`config.mk`:
```
export PLATFORM = sky130hd
export DESIGN_NAME = iprefetch_buffer
export DESIGN_NICKNAME = d
export VERILOG_FILES = /design/src/rtl/pipeline_pkg.sv /design/src/rtl/iprefetch_stats.sv /design/src/rtl/iprefetch_buffer.sv
export SDC_FILE = /design/constraint.sdc
export NUM_CORES = 1
export LEC_CHECK = 0
export BUFFER_PORTS_ARGS = -buffer_cell sky130_fd_sc_hd__buf_2
export CAP_MARGIN = 20
export CORE_AREA = 2 2 227 229
export CTS_BUF_LIST = sky130_fd_sc_hd__clkbuf_8 sky130_fd_sc_hd__clkbuf_16
export CTS_CLUSTER_DIAMETER = 100
export DETAILED_ROUTE_END_ITERATION = 8
export DIE_AREA = 0 0 229 231
export HOLD_SLACK_MARGIN = 0.06
export PLACE_DENSITY = 0.61
export SKIP_CTS_REPAIR_TIMING = 1
export SLEW_MARGIN = 15
export SYNTH_ARGS = -nofsm -noshare
export SYNTH_HDL_FRONTEND = slang
export SYNTH_HIERARCHICAL = 1
export SYNTH_SLANG_ARGS = --single-unit
```
`constraint.sdc`:
```
create_clock -name clk -period 2.57 [get_ports clk]
set_input_delay 0.514 -clock clk [delete_from_list [all_inputs] [get_ports clk]]
set_output_delay 0.514 -clock clk [all_outputs]
set_load 0.01 [all_outputs]
```
`src/rtl/pipeline_pkg.sv`:
```
// Shared definitions for the instruction-side pipeline blocks.
//   - default line/page geometry for the next-line prefetcher
//   - iprefetch_state_t: prefetcher control states
//   - line_addr(): clears the in-line offset bits of a byte address
package pipeline_pkg;

    localparam int unsigned DEFAULT_LINE_BYTES = 32;
    localparam int unsigned DEFAULT_LINE_WIDTH = 8 * DEFAULT_LINE_BYTES;
    localparam int unsigned DEFAULT_PAGE_BYTES = 4096;

    typedef enum logic [1:0] {
        StIdle,
        StDemand,
        StResp,
        StPrefetch
    } iprefetch_state_t;

    function automatic logic [31:0] line_addr(input logic [31:0] addr,
                                              input int unsigned offset_bits);
        logic [31:0] mask;
        mask = ~((32'd1 << offset_bits) - 32'd1);
        return addr & mask;
    endfunction

endpackage

```
`src/rtl/iprefetch_stats.sv`:
```
// Saturating event counters for the instruction prefetch buffer.
// Ports:
//   clk, rst            clock, synchronous active-high reset (counters clear to 0)
//   hit_inc             one-cycle strobe: response served without a demand fetch
//   miss_inc            one-cycle strobe: demand fetch started
//   pf_inc              one-cycle strobe: prefetch started
//   stat_hits/misses/prefetches  32-bit counts, held at all-ones once reached
module iprefetch_stats (
    input  logic        clk,
    input  logic        rst,
    input  logic        hit_inc,
    input  logic        miss_inc,
    input  logic        pf_inc,
    output logic [31:0] stat_hits,
    output logic [31:0] stat_misses,
    output logic [31:0] stat_prefetches
);

    logic [31:0] hits_q, misses_q, pfs_q;

    always_ff @(posedge clk) begin
        if (rst) begin
            hits_q   <= '0;
            misses_q <= '0;
            pfs_q    <= '0;
        end else begin
            if (hit_inc && (hits_q != '1)) hits_q <= hits_q + 32'd1;
            if (miss_inc && (misses_q != '1)) misses_q <= misses_q + 32'd1;
            if (pf_inc && (pfs_q != '1)) pfs_q <= pfs_q + 32'd1;
        end
    end

    assign stat_hits       = hits_q;
    assign stat_misses     = misses_q;
    assign stat_prefetches = pfs_q;

endmodule

```
`src/rtl/iprefetch_buffer.sv`:
```
// Single-entry next-line instruction prefetcher between the instruction cache's
// line port and the arbiter. After every line returned to the cache it fetches
// the following line (same page, no address wrap) into a one-line buffer so a
// sequential fetch stream can be served without an arbiter round trip.
// Ports:
//   clk, rst                  clock, synchronous active-high reset
//   ipmem_address/read        cache line request (held until ipmem_resp)
//   ipmem_rdata/resp          line to cache, one-cycle response pulse
//   pf_address/read           line-aligned read to arbiter (held until pf_resp)
//   pf_rdata/resp             line from arbiter, one-cycle response
//   stat_hits/misses/prefetches  event counters, present only when
//                             IPREFETCH_STATS_EN is defined
module iprefetch_buffer
    import pipeline_pkg::*;
#(
    parameter int unsigned LINE_BYTES = DEFAULT_LINE_BYTES,
    parameter int unsigned LINE_WIDTH = DEFAULT_LINE_WIDTH,
    parameter int unsigned PAGE_BYTES = DEFAULT_PAGE_BYTES
) (
    input  logic                  clk,
    input  logic                  rst,
    input  logic [31:0]           ipmem_address,
    input  logic                  ipmem_read,
    output logic [LINE_WIDTH-1:0] ipmem_rdata,
    output logic                  ipmem_resp,
    output logic [31:0]           pf_address,
    output logic                  pf_read,
    input  logic [LINE_WIDTH-1:0] pf_rdata,
    input  logic                  pf_resp
`ifdef IPREFETCH_STATS_EN
    ,
    output logic [31:0]           stat_hits,
    output logic [31:0]           stat_misses,
    output logic [31:0]           stat_prefetches
`endif
);

    localparam int unsigned OFFSET    = $clog2(LINE_BYTES);
    localparam int unsigned PAGE_BITS = $clog2(PAGE_BYTES);

    iprefetch_state_t      state_q, state_d;
    logic [LINE_WIDTH-1:0] line_q, line_d;
    logic [31:0]           tag_q, tag_d;
    logic [31:0]           req_q, req_d;
    logic [31:0]           pf_q, pf_d;
    logic                  valid_q, valid_d;

    logic [31:0] req_line;
    logic [32:0] next_line;
    logic        next_ok;

    assign req_line  = line_addr(ipmem_address, OFFSET);
    assign next_line = {1'b0, tag_q} + 33'(LINE_BYTES);
    // Carry out means the 32-bit address wrapped; upper bits must stay in the same page.
    assign next_ok   = !next_line[32] && (next_line[31:PAGE_BITS] == tag_q[31:PAGE_BITS]);

    always_comb begin
        state_d     = state_q;
        line_d      = line_q;
        tag_d       = tag_q;
        req_d       = req_q;
        pf_d        = pf_q;
        valid_d     = valid_q;
        pf_read     = 1'b0;
        pf_address  = '0;
        ipmem_resp  = 1'b0;
        ipmem_rdata = '0;

        case (state_q)
            StIdle: begin
                if (ipmem_read) begin
                    if (valid_q && (tag_q == req_line)) begin
                        state_d = StResp;
                    end else begin
                        req_d   = req_line;
                        state_d = StDemand;
                    end
                end
            end
            StDemand: begin
                pf_read    = 1'b1;
                pf_address = req_q;
                if (pf_resp) begin
                    line_d  = pf_rdata;
                    tag_d   = req_q;
                    valid_d = 1'b1;
                    state_d = StResp;
                end
            end
            StResp: begin
                ipmem_resp  = 1'b1;
                ipmem_rdata = line_q;
                if (next_ok) begin
                    pf_d    = next_line[31:0];
                    valid_d = 1'b0;
                    state_d = StPrefetch;
                end else begin
                    state_d = StIdle;
                end
            end
            StPrefetch: begin
                pf_read    = 1'b1;
                pf_address = pf_q;
                // The prefetch always runs to completion; a pending demand is
                // only evaluated on the cycle its line arrives.
                if (pf_resp) begin
                    line_d  = pf_rdata;
                    tag_d   = pf_q;
                    valid_d = 1'b1;
                    if (ipmem_read && (req_line == pf_q)) begin
                        state_d = StResp;
                    end else if (ipmem_read) begin
                        req_d   = req_line;
                        state_d = StDemand;
                    end else begin
                        state_d = StIdle;
                    end
                end
            end
            default: state_d = StIdle;
        endcase
    end

    always_ff @(posedge clk) begin
        if (rst) begin
            state_q <= StIdle;
            line_q  <= '0;
            tag_q   <= '0;
            req_q   <= '0;
            pf_q    <= '0;
            valid_q <= 1'b0;
        end else begin
            state_q <= state_d;
            line_q  <= line_d;
            tag_q   <= tag_d;
            req_q   <= req_d;
            pf_q    <= pf_d;
            valid_q <= valid_d;
        end
    end

`ifdef IPREFETCH_STATS_EN
    logic hit_inc, miss_inc, pf_inc;

    // Entry strobes; a hit is any entry to StResp that did not come from a demand fetch.
    assign hit_inc  = (state_d == StResp) && ((state_q == StIdle) || (state_q == StPrefetch));
    assign miss_inc = (state_d == StDemand) && (state_q != StDemand);
    assign pf_inc   = (state_d == StPrefetch) && (state_q != StPrefetch);

    iprefetch_stats u_stats (
        .clk             (clk),
        .rst             (rst),
        .hit_inc         (hit_inc),
        .miss_inc        (miss_inc),
        .pf_inc          (pf_inc),
        .stat_hits       (stat_hits),
        .stat_misses     (stat_misses),
        .stat_prefetches (stat_prefetches)
    );
`endif

endmodule

```
==> summary.txt <==
Run status
  – Status: completed

Global routing
  – GR Overflow Total: 0
  – Initial antenna violation count: 9
  – Vias in the first global route: 14,700
  – Tot GR Track Use: 18.8%
  – Global-route wire length before repair: 80.5 mm
  – Largest net degree at the start of global routing: 114

Clock network
  – Max Root-Sink Buffers: 3
  – H-tree depth: 2
  – Clk slew on worst S/H paths: 0.06 ns
  – TritonCTS buffer count: 41
  – Latest clock arrival within the worst-skew pair: 0.55 ns
  – Clock tree sinks: 350
  – CTS tree: done
  – Clock root cell: clkbuf_16

Pwr
  – Peak VDD IR: 0.443 mV
  – Clock power frac: 38.1%
  – Net switching power: 4820 µW
  – Tot Pwr: 15,700 µW
  – Switching Fraction: 30.6%
  – Internal power: 10,900 µW
  – Combinational Power Share: 21.0%
  – P_leak: 0.00897 µW
  – Sequential Power Share: 40.9%
  – PwrDens: 758 nW/µm²

Critical path
  – CP required: 2.06 ns
  – Reg2reg path depth: 8
  – Critical Path Sink Type: primary output
  – Crit-path cells: nor2b_4 > buf_4 > buf_12 > buf_16 > and2_1 > buf_2
  – Reg-to-Reg End: req_q[15]
  – Worst R2R Setup Slack: 0.23 ns
  – Sum of buffers and inverters on the critical path: 4
  – Slowest stage delay, CP: 0.39 ns
  – Crit path kind: reg2out
  – Slowest library cell on the worst path: dfxtp_2
  – Reg2Reg Launch Point: pf_q[28]
  – CP Launch Type: flop
  – Critical path depth: 6
  – Crit path max-delay family: buffers and inverters
  – Crit-path max FO: 35
  – CP arrival: 1.98 ns

Yosys
  – Mean Syn Cell Area: 7.70 µm²
  – Complex-gate fraction of the synthesized area: 11.7%
  – Ys Warns: 6
  – Synth unique cells: 44
  – Synth top area share: 44.9%
  – Mapped Nets: 2,318
  – Synth Register Bits: 350
  – Post-Synth Adder-Cell Area: 0.0802%
  – Xor/xnor share of the synthesized area: 3.20%
  – Mux share of post-synthesis cell area: 3.47%
  – Mapped cell area: 15,600 µm²
  – Largest family of logic cells by synthesized area: simple AND/OR/NAND/NOR gates
  – Post-Synth Simple-Gate Area: 32.3%
  – Synth area leader: dfxtp_1
  – Post-synthesis sequential area ratio: 44.9%
  – Ranking of synthesized cells by area: dfxtp_1 (45%), nand2_1 (14%), and2_1 (10%)
  – Synth Instances: 2,025

Route
  – Post-DRT Antenna Nets: 0
  – Met2 wire len: 25.6 mm
  – Remaining DRCs: 0
  – DR iter-0 viols: 963
  – Total number of vias: 15,500
  – Top Layer Used: met5
  – First-pass DRT Iterations: 5
  – Drt total wl: 53.5 mm
  – Wl on met1: 22.4 mm
  – WL/cell: 16.4 µm
  – Met3 WL: 4.05 mm
  – Avg Vias per Cell: 4.77

Final layout
  – Synth-to-layout area growth: 33.1%
  – Layout cells sized above 1: 27.7%
  – Fillers: 5,288
  – Final Instance Area: 20,800 µm²
  – Layout Nets: 2,828

Timing
  – Pins Over Slew Limit: 0
  – Tcrit/Tclk final: 97.2%
  – Final Hold Fails: 0
  – Final setup vio count: 0
  – Slew headroom: 60.9%
  – Worst Skew: 0.0238 ns
  – Max Fclk: 400 MHz
  – Final worst path period need: 2.50 ns
  – Worst-margin pin slew: 0.586 ns

Place
  – Placed cell areas: 19,200 µm²
  – Placer congestion estimate: 0.897
  – Dpl hpwl: 36.6 mm
  – Buffers on Ports: 576

Die
  – Initial Util: 30.8%
  – Die area: 52,900 µm²
  – Placement Rows: 83
  – Core Box Area: 50,700 µm²
  – Die Width: 229 µm
  – Floorplan die height: 231 µm
  – Ports: 582

Min path
  – HP Start: pf_rdata[86]
  – Hold Path Class: in2reg
  – WHS Endpoint: line_q[86]
  – Hold path cells: 3

Job
  – Max cap viols: 0
-- registers in the layout, summed over array words and instances (netlist names) --
register,flops
line_q,256
pf_q,32
tag_q,32
req_q,27
state_q,2
valid_q,1
-- cells by family (layout without fill, tap and decap cells) --
| logic type | Yosys count | count (layout) |
|---|---|---|
| flip-flops | 350 | 350 |
| XOR/XNOR | 57 | 57 |
| adder cells (fa/ha/maj) | 1 | 1 |
| AND/OR/NAND/NOR | 1063 | 1063 |
| AO/OA/AOI/OAI | 332 | 332 |
| other | 0 | 7 |
| multiplexers | 54 | 54 |
| buffers and inverters | 168 | 710 |
-- power by group through the flow --
stage | clock (µW) | combinational (µW) | sequential (µW)
after detailed placement | 0 | 3220 | 6540
final | 5990 | 3300 | 6430
after global routing | 6350 | 3670 | 6510
after global placement | 0 | 3150 | 6520
after CTS | 6140 | 3230 | 6430
after floorplan | 0 | 2140 | 6410
-- worst max path at each step --
stage / from / end / slack, ns
after floorplan: state_q[1] / ipmem_rdata[100] / 0.49
after global placement: ipmem_address[28] / req_q[27] / 0.06
after detailed placement: ipmem_address[28] / req_q[15] / 0.05
after CTS: state_q[1] / ipmem_rdata[77] / -0.06
after global routing: state_q[1] / ipmem_rdata[82] / -0.009
final: state_q[1] / ipmem_rdata[77] / 0.07
-- layer usage --
layer	GRT usage (%)	vias to the layer above
li1	-	7560
met1	23.7	7314
met2	31.3	560
met3	4.80	89
met4	6.47	2
met5	0	-
-- cell usage after synthesis, drive strengths merged --
| cell type | count |
|---|---|
| nor4 | 11 |
| and3 | 5 |
| nand3 | 37 |
| o211a | 1 |
| nand4 | 11 |
| xnor2 | 18 |
| nor3 | 7 |
| a221oi | 1 |
| a21oi | 283 |
| mux2i | 54 |
| o2111a | 1 |
| dfxtp | 350 |
| a222oi | 1 |
| and2 | 258 |
| o21a | 1 |
| nor2 | 44 |
| nor3b | 1 |
| a21boi | 1 |
| xor2 | 39 |
| nand2 | 598 |
| clkbuf | 147 |
| a41oi | 1 |
| nand2b | 58 |
| or3 | 1 |
| buf | 16 |
| inv | 5 |
| ha | 1 |
| o2bb2ai | 1 |
| o21ai | 2 |
| o221ai | 1 |
| a211oi | 9 |
| nand3b | 2 |
| nor4b | 1 |
| nor2b | 29 |
| o311ai | 1 |
| o31ai | 1 |
| a311oi | 27 |
-- layout make-up --
type / count / area [µm²] / area share (%)
clock buffer: 55 / 1220 / 5.87
multi-input combinational: 1507 / 7950 / 38.3
timing repair buffer: 630 / 3510 / 16.9
tap: 680 / 851 / 4.10
inverter: 5 / 18.8 / 0.0904
clock inverter: 20 / 184 / 0.886
antenna: 7 / 17.5 / 0.0844
sequential: 350 / 7010 / 33.8
-- stage by stage --
stage          setup WS (ns)  hold slack, ns  instances  setup TNS, ns  utilization (%)
3_5_place_dp          0.0492           0.440       3166              0             38.0
3_3_place_gp          0.0642           0.436       3166              0             38.0
6_report              0.0724           0.194       3254              0             41.0
5_1_grt             -0.00894           0.168       3254        -0.0135             41.0
2_1_floorplan          0.489           0.432       2025              0                -
4_1_cts              -0.0552           0.159       3241         -0.804             40.7
-- tightest hold or removal path, cell delays in order --
cell	delay, ns
buf_2	0.09
nand2_1	0.04
a21oi_1	0.05
-- layout by cell type, fill, tap and decap left out, types with 11 or more instances in the layout --
cell,instances
mux2i_1,54
buf_4,38
dfxtp_1,348
nand4_1,11
xor2_1,39
nand2b_1,58
a21oi_1,283
xnor2_1,18
buf_2,575
nor2_1,44
and2_1,257
a311oi_1,27
buf_12,11
nand2_1,597
clkbuf_8,14
nand3_1,37
nor2b_1,28
clkbuf_16,44
Power figures use the tool's default switching activity.
